--- src/rtl/cpu_bus_copier.sv ---
// cpu_bus_copier
// Bus initiator that copies a block of words from a source byte address to a
// destination byte address using alternating read and write transactions.
// Every output is a register; nothing combinational reaches the ports.
//
// State table:
//   IDLE      | waiting for a start command
//   READ      | read request held until the responder signals ready
//   READ_GAP  | one cycle with the request low (absorbs the trailing ready)
//   WRITE     | write request held until the responder signals ready
//   WRITE_GAP | one cycle with the request low, then next word or finish
//   DONE      | one-cycle completion pulse
//
// Ports:
//   i_clock, i_reset_n          clock, asynchronous active-low reset
//   i_start                     command strobe, only honoured in IDLE
//   i_src_address/i_dst_address byte addresses latched on an accepted start
//   i_count                     number of words to copy
//   o_busy, o_done, o_error     status towards the CPU register block
//   o_bus_request/rw/address/wdata   bus request side
//   i_bus_rdata/ready/valid          bus response side
module cpu_bus_copier #(
    parameter int ADDRESS_WIDTH = 32,
    parameter int DATA_WIDTH    = 32,
    parameter int COUNT_WIDTH   = 16,
    parameter int STRIDE        = 4
) (
    input  logic                     i_clock,
    input  logic                     i_reset_n,
    input  logic                     i_start,
    input  logic [ADDRESS_WIDTH-1:0] i_src_address,
    input  logic [ADDRESS_WIDTH-1:0] i_dst_address,
    input  logic [COUNT_WIDTH-1:0]   i_count,
    output logic                     o_busy,
    output logic                     o_done,
    output logic                     o_error,
    output logic                     o_bus_request,
    output logic                     o_bus_rw,
    output logic [ADDRESS_WIDTH-1:0] o_bus_address,
    output logic [DATA_WIDTH-1:0]    o_bus_wdata,
    input  logic [DATA_WIDTH-1:0]    i_bus_rdata,
    input  logic                     i_bus_ready,
    input  logic                     i_bus_valid
);

    typedef enum logic [2:0] {
        S_IDLE,
        S_READ,
        S_READ_GAP,
        S_WRITE,
        S_WRITE_GAP,
        S_DONE
    } state_t;

    localparam logic [ADDRESS_WIDTH-1:0] STEP = ADDRESS_WIDTH'(STRIDE);

    state_t                   state;
    logic [ADDRESS_WIDTH-1:0] src;
    logic [ADDRESS_WIDTH-1:0] dst;
    logic [COUNT_WIDTH-1:0]   remaining;
    logic [DATA_WIDTH-1:0]    buffer;

    always_ff @(posedge i_clock or negedge i_reset_n) begin
        if (!i_reset_n) begin
            state         <= S_IDLE;
            src           <= '0;
            dst           <= '0;
            remaining     <= '0;
            buffer        <= '0;
            o_busy        <= 1'b0;
            o_done        <= 1'b0;
            o_error       <= 1'b0;
            o_bus_request <= 1'b0;
            o_bus_rw      <= 1'b0;
            o_bus_address <= '0;
            o_bus_wdata   <= '0;
        end else begin
            case (state)
                S_IDLE: begin
                    if (i_start) begin
                        o_error <= 1'b0;
                        if (i_count != '0) begin
                            src           <= i_src_address;
                            dst           <= i_dst_address;
                            remaining     <= i_count;
                            o_busy        <= 1'b1;
                            o_bus_request <= 1'b1;
                            o_bus_rw      <= 1'b0;
                            o_bus_address <= i_src_address;
                            state         <= S_READ;
                        end else begin
                            o_done <= 1'b1;
                            state  <= S_DONE;
                        end
                    end
                end

                S_READ: begin
                    if (i_bus_ready) begin
                        o_bus_request <= 1'b0;
                        if (i_bus_valid) begin
                            buffer <= i_bus_rdata;
                            state  <= S_READ_GAP;
                        end else begin
                            o_error <= 1'b1;
                            o_busy  <= 1'b0;
                            o_done  <= 1'b1;
                            state   <= S_DONE;
                        end
                    end
                end

                // The responder's ready is still high here; it is deliberately
                // not looked at.
                S_READ_GAP: begin
                    o_bus_request <= 1'b1;
                    o_bus_rw      <= 1'b1;
                    o_bus_address <= dst;
                    o_bus_wdata   <= buffer;
                    state         <= S_WRITE;
                end

                S_WRITE: begin
                    if (i_bus_ready) begin
                        o_bus_request <= 1'b0;
                        if (i_bus_valid) begin
                            src       <= src + STEP;
                            dst       <= dst + STEP;
                            remaining <= remaining - COUNT_WIDTH'(1);
                            state     <= S_WRITE_GAP;
                        end else begin
                            o_error <= 1'b1;
                            o_busy  <= 1'b0;
                            o_done  <= 1'b1;
                            state   <= S_DONE;
                        end
                    end
                end

                S_WRITE_GAP: begin
                    if (remaining == '0) begin
                        o_busy <= 1'b0;
                        o_done <= 1'b1;
                        state  <= S_DONE;
                    end else begin
                        o_bus_request <= 1'b1;
                        o_bus_rw      <= 1'b0;
                        o_bus_address <= src;
                        state         <= S_READ;
                    end
                end

                S_DONE: begin
                    o_done <= 1'b0;
                    state  <= S_IDLE;
                end

                default: begin
                    o_busy        <= 1'b0;
                    o_done        <= 1'b0;
                    o_bus_request <= 1'b0;
                    state         <= S_IDLE;
                end
            endcase
        end
    end

endmodule
--- config.mk ---
export PLATFORM = sky130hd
export DESIGN_NAME = cpu_bus_copier
export DESIGN_NICKNAME = d
export VERILOG_FILES = /design/src/rtl/cpu_bus_copier.sv
export SDC_FILE = /design/constraint.sdc
export NUM_CORES = 1
export LEC_CHECK = 0
export ABC_AREA = 1
export BUFFER_PORTS_ARGS = -buffer_cell sky130_fd_sc_hd__buf_2
export CORE_ASPECT_RATIO = 1.5
export CORE_MARGIN = 3
export CORE_UTILIZATION = 52
export DETAILED_ROUTE_END_ITERATION = 7
export GPL_TIMING_DRIVEN = 0
export PLACE_DENSITY_LB_ADDON = 0.1
export SYNTH_ARGS = -nofsm -noshare
export SYNTH_HDL_FRONTEND = slang
export SYNTH_SLANG_ARGS = --single-unit
--- constraint.sdc ---
create_clock -name i_clock -period 1.61 [get_ports i_clock]
set_input_delay 0.2415 -clock i_clock [delete_from_list [all_inputs] [get_ports i_clock]]
set_output_delay 0.2415 -clock i_clock [all_outputs]
set_load 0.02 [all_outputs]
==> metrics <==
status finished, violations left; violated checks setup timing; path class of the lowest-slack min-delay path primary input to flip-flop; HPWL Detailed 29800 um; DIE AREA 22400 sq um; Final Max Slew Viols 0; fin area 14800 sq um; final cell count without fillers 2144; power density over the cells 2220 nW/um^2; layout-stage area growth over the synthesis result 38.4%; element type at the critical path end flip-flop; netlist area before placement 10700 sq um; post-synth top area share 43.0%; clock latency of the later-clocked register in the worst-skew pair 0.46 ns; Distinct cells, synth 37; gate count after technology mapping 1600; yosys synthesis warning count 0; number of antenna violations at the first check in global routing 2; clock-pin transition on the worst setup and hold timing paths 0.07 ns; number of flip-flops and latches in the synthesized netlist 184; routed wire length 44000 um; Mean Syn Cell Area 6.70 sq um; critical-path maximum fanout 10; fmax 501 MHz; placer congestion estimate 0.998; floorplan die height 182 um; async set or reset register ratio after synthesis 100%; Core ar. 20000 sq um; worst hold stages 2; n_diodes 0; slew at the pin closest to its max-slew limit 0.649 ns; final count of negative-setup-slack endpoints 172; most frequently used flop master after synthesis sky130_fd_sc_hd__dfrtp_1; minimum setup slack after placement -0.751 ns; clock tree from TritonCTS built; arrival time at the worst endpoint 2.39 ns; classification of the worst setup path flip-flop to flip-flop; Filler cells 1549; Port Buffers 185; wire length of the first global-routing pass 62000 um; Critical Path RT 2.00 ns; overall power of the completed layout 0.0328 W; clock buffers created by TritonCTS 17; RR Startpoint state[2]$_DFFE_PN0P_; cell at the root of the clock tree sky130_fd_sc_hd__clkbuf_16; vias per std cell 5.71; number of core rows 63; routed length per placed instance 20.5 um; initial standard-cell utilization of the core 53.5%; post-route clock skew 0.0128 ns; logic depth of the worst register-to-register path 8; setup repair after global routing missed its margin true; violation count after the first detailed-route iteration 1090; number of hold violations in the final report 0; most used cells in the layout excluding fill and tap cells sky130_fd_sc_hd__nand2_1 (602), sky130_fd_sc_hd__buf_2 (195), sky130_fd_sc_hd__dfrtp_1 (179), sky130_fd_sc_hd__nor2_1 (153), sky130_fd_sc_hd__inv_1 (114); number of top-level design ports 186; Synth area leader sky130_fd_sc_hd__dfrtp_1; Pleak 7.33 nW; clock period minus worst slack 1.99 ns; number of clock sinks seen by CTS 184; timing startpoint of the critical path state[2]$_DFFE_PN0P_; cells taking the most area after synthesis sky130_fd_sc_hd__dfrtp_1 (43%), sky130_fd_sc_hd__nand2_1 (24%), sky130_fd_sc_hd__nor2_1 (8.0%), sky130_fd_sc_hd__nand3_1 (4.4%), sky130_fd_sc_hd__inv_1 (4.3%); multi-input logic area 6310 sq um; share of the yosys chip area belonging to registers 43.0%; Total Routing Usage GR 36.6%; Post-layout nets 1991; maximum level of the CTS H-tree 4; antenna violation net count after detailed routing 0; die width 123 um; pin count of the biggest net entering global routing 112; cell count after placement 2046; Post-Synthesis Net Count 1720; worst slew margin relative to its limit 56.8%; max capacitance violation total 0; Max Root-Sink Buffers 2; timing endpoint of the critical path o_bus_address[12]$_DFFE_PN0P_; Vias 12.2k; ratio of cells with drive above 1 in the final layout 31.6%; most frequent standard cell in the layout excluding fill and tap cells sky130_fd_sc_hd__nand2_1; number of global-route vias before repair 11.8k; final worst-path cycle share 124%; count of flip-flops with a built-in enable after synthesis 0; critical path launch point type flip-flop; worst vdd rail ir drop 1.37 mV; FF+latch area 4610 sq um; capturing point of the worst reg2reg path o_bus_address[12]$_DFFE_PN0P_; global route overflow 0; worst-case setup margin in the final layout -0.385 ns; number of iterations in the first detailed-routing pass 6; DRC Markers 0; post-placement cell area 12000 sq um; worst-case register-to-register setup slack -0.38 ns
## worst min-delay path by stage
stage                           startpoint                             to  slack [ns]
global route               i_bus_rdata[31]         buffer[31]$_DFFE_PN0P_        0.03
floorplan                        i_reset_n          buffer[0]$_DFFE_PN0P_       -0.05
finish                     i_bus_rdata[31]         buffer[31]$_DFFE_PN0P_        0.02
global placement    buffer[31]$_DFFE_PN0P_    o_bus_wdata[31]$_DFFE_PN0P_        0.45
CTS                        i_bus_rdata[31]         buffer[31]$_DFFE_PN0P_        0.01
detailed placement               i_reset_n  o_bus_address[11]$_DFFE_PN0P_        0.26
## what timing repair did
item | in CTS | in global routing
gates cloned | 7 | 13
setup buffers | 19 | 28
setup endpoints to repair | 180 | 149
hold endpoints to repair | 73 | 0
resized for setup | 160 | 310
hold buffers | 1 | 0
pin swaps | 20 | 44
## registers in the layout (all words and copies together) (netlist names), 3 cells and up
name           flops
buffer            32
src               32
o_bus_address     32
state              3
o_bus_wdata       32
dst               32
remaining         16
## critical path, cell delays in order (launching register included)
cell,delay (ns)
sky130_fd_sc_hd__dfrtp_1,0.38
sky130_fd_sc_hd__buf_6,0.15
sky130_fd_sc_hd__nor2_4,0.17
sky130_fd_sc_hd__nand2_4,0.13
sky130_fd_sc_hd__buf_4,0.16
sky130_fd_sc_hd__buf_2,0.22
sky130_fd_sc_hd__o211ai_1,0.51
sky130_fd_sc_hd__nand2_1,0.13
sky130_fd_sc_hd__nand2_1,0.09
## cells in the mapped netlist, types with 4 or more instances
| cell | count |
|---|---|
| sky130_fd_sc_hd__a21oi_1 | 38 |
| sky130_fd_sc_hd__buf_2 | 24 |
| sky130_fd_sc_hd__buf_4 | 9 |
| sky130_fd_sc_hd__buf_6 | 6 |
| sky130_fd_sc_hd__clkbuf_1 | 20 |
| sky130_fd_sc_hd__dfrtp_1 | 184 |
| sky130_fd_sc_hd__inv_1 | 122 |
| sky130_fd_sc_hd__inv_2 | 6 |
| sky130_fd_sc_hd__nand2_1 | 680 |
| sky130_fd_sc_hd__nand2_2 | 4 |
| sky130_fd_sc_hd__nand3_1 | 95 |
| sky130_fd_sc_hd__nand3b_1 | 13 |
| sky130_fd_sc_hd__nand4_1 | 10 |
| sky130_fd_sc_hd__nor2_1 | 228 |
| sky130_fd_sc_hd__nor3_1 | 4 |
| sky130_fd_sc_hd__o211ai_1 | 16 |
| sky130_fd_sc_hd__o21ai_0 | 75 |
| sky130_fd_sc_hd__o21ai_1 | 12 |
| sky130_fd_sc_hd__o221ai_1 | 16 |
| sky130_fd_sc_hd__o31ai_1 | 4 |
| sky130_fd_sc_hd__or2_2 | 6 |
## metrics by stage
stage	utilization, %	hold slack, ns	setup TNS [ns]
2_1_floorplan	-	-0.0541	0
3_3_place_gp	59.8	0.447	-568.73
3_5_place_dp	60.0	0.258	-57.97
4_1_cts	67.1	0.0121	-12.58
5_1_grt	74.1	0.0323	-29.42
6_report	74.1	0.0176	-23.26
## cells by family (layout without fill, tap and decap cells)
group / Yosys count / after routing / share of synthesized area [%]
compound gates: 168 / 168 / 9.07
xor+xnor: 3 / 3 / 0.245
fa+ha+maj: 3 / 3 / 0.350
buf+inv: 191 / 473 / 7.73
flops: 184 / 184 / 43.0
mux: 1 / 1 / 0.105
simple gates: 1050 / 1052 / 39.5
## final cells by class
class                   count  area share (%)
multi-input cells        1227            42.6
flip-flops and latches    184            31.1
repair buffers            250            12.0
plain buffers              62            4.24
inverters                 129            3.51
clock buffers              20            3.15
well taps                 260            2.19
clock inverters            12            1.22
## report_power, final
group          total, W  internal [W]  leakage [nW]  switching [W]
Clock           0.00471       0.00263         0.318        0.00208
Sequential      0.00904       0.00694          2.21        0.00210
Combinational    0.0191       0.00753          4.80         0.0116
## routing by layer
metal | routed length (um) | up-vias | GRT usage [%]
met1 | 14800 | 5781 | 39.2
li1 | - | 5597 | -
met3 | 3170 | 240 | 7.29
met5 | 27 | - | 0
met4 | 4070 | 4 | 25.4
met2 | 21900 | 626 | 63.2
Note: power is estimated with default switching activity, not from simulation.
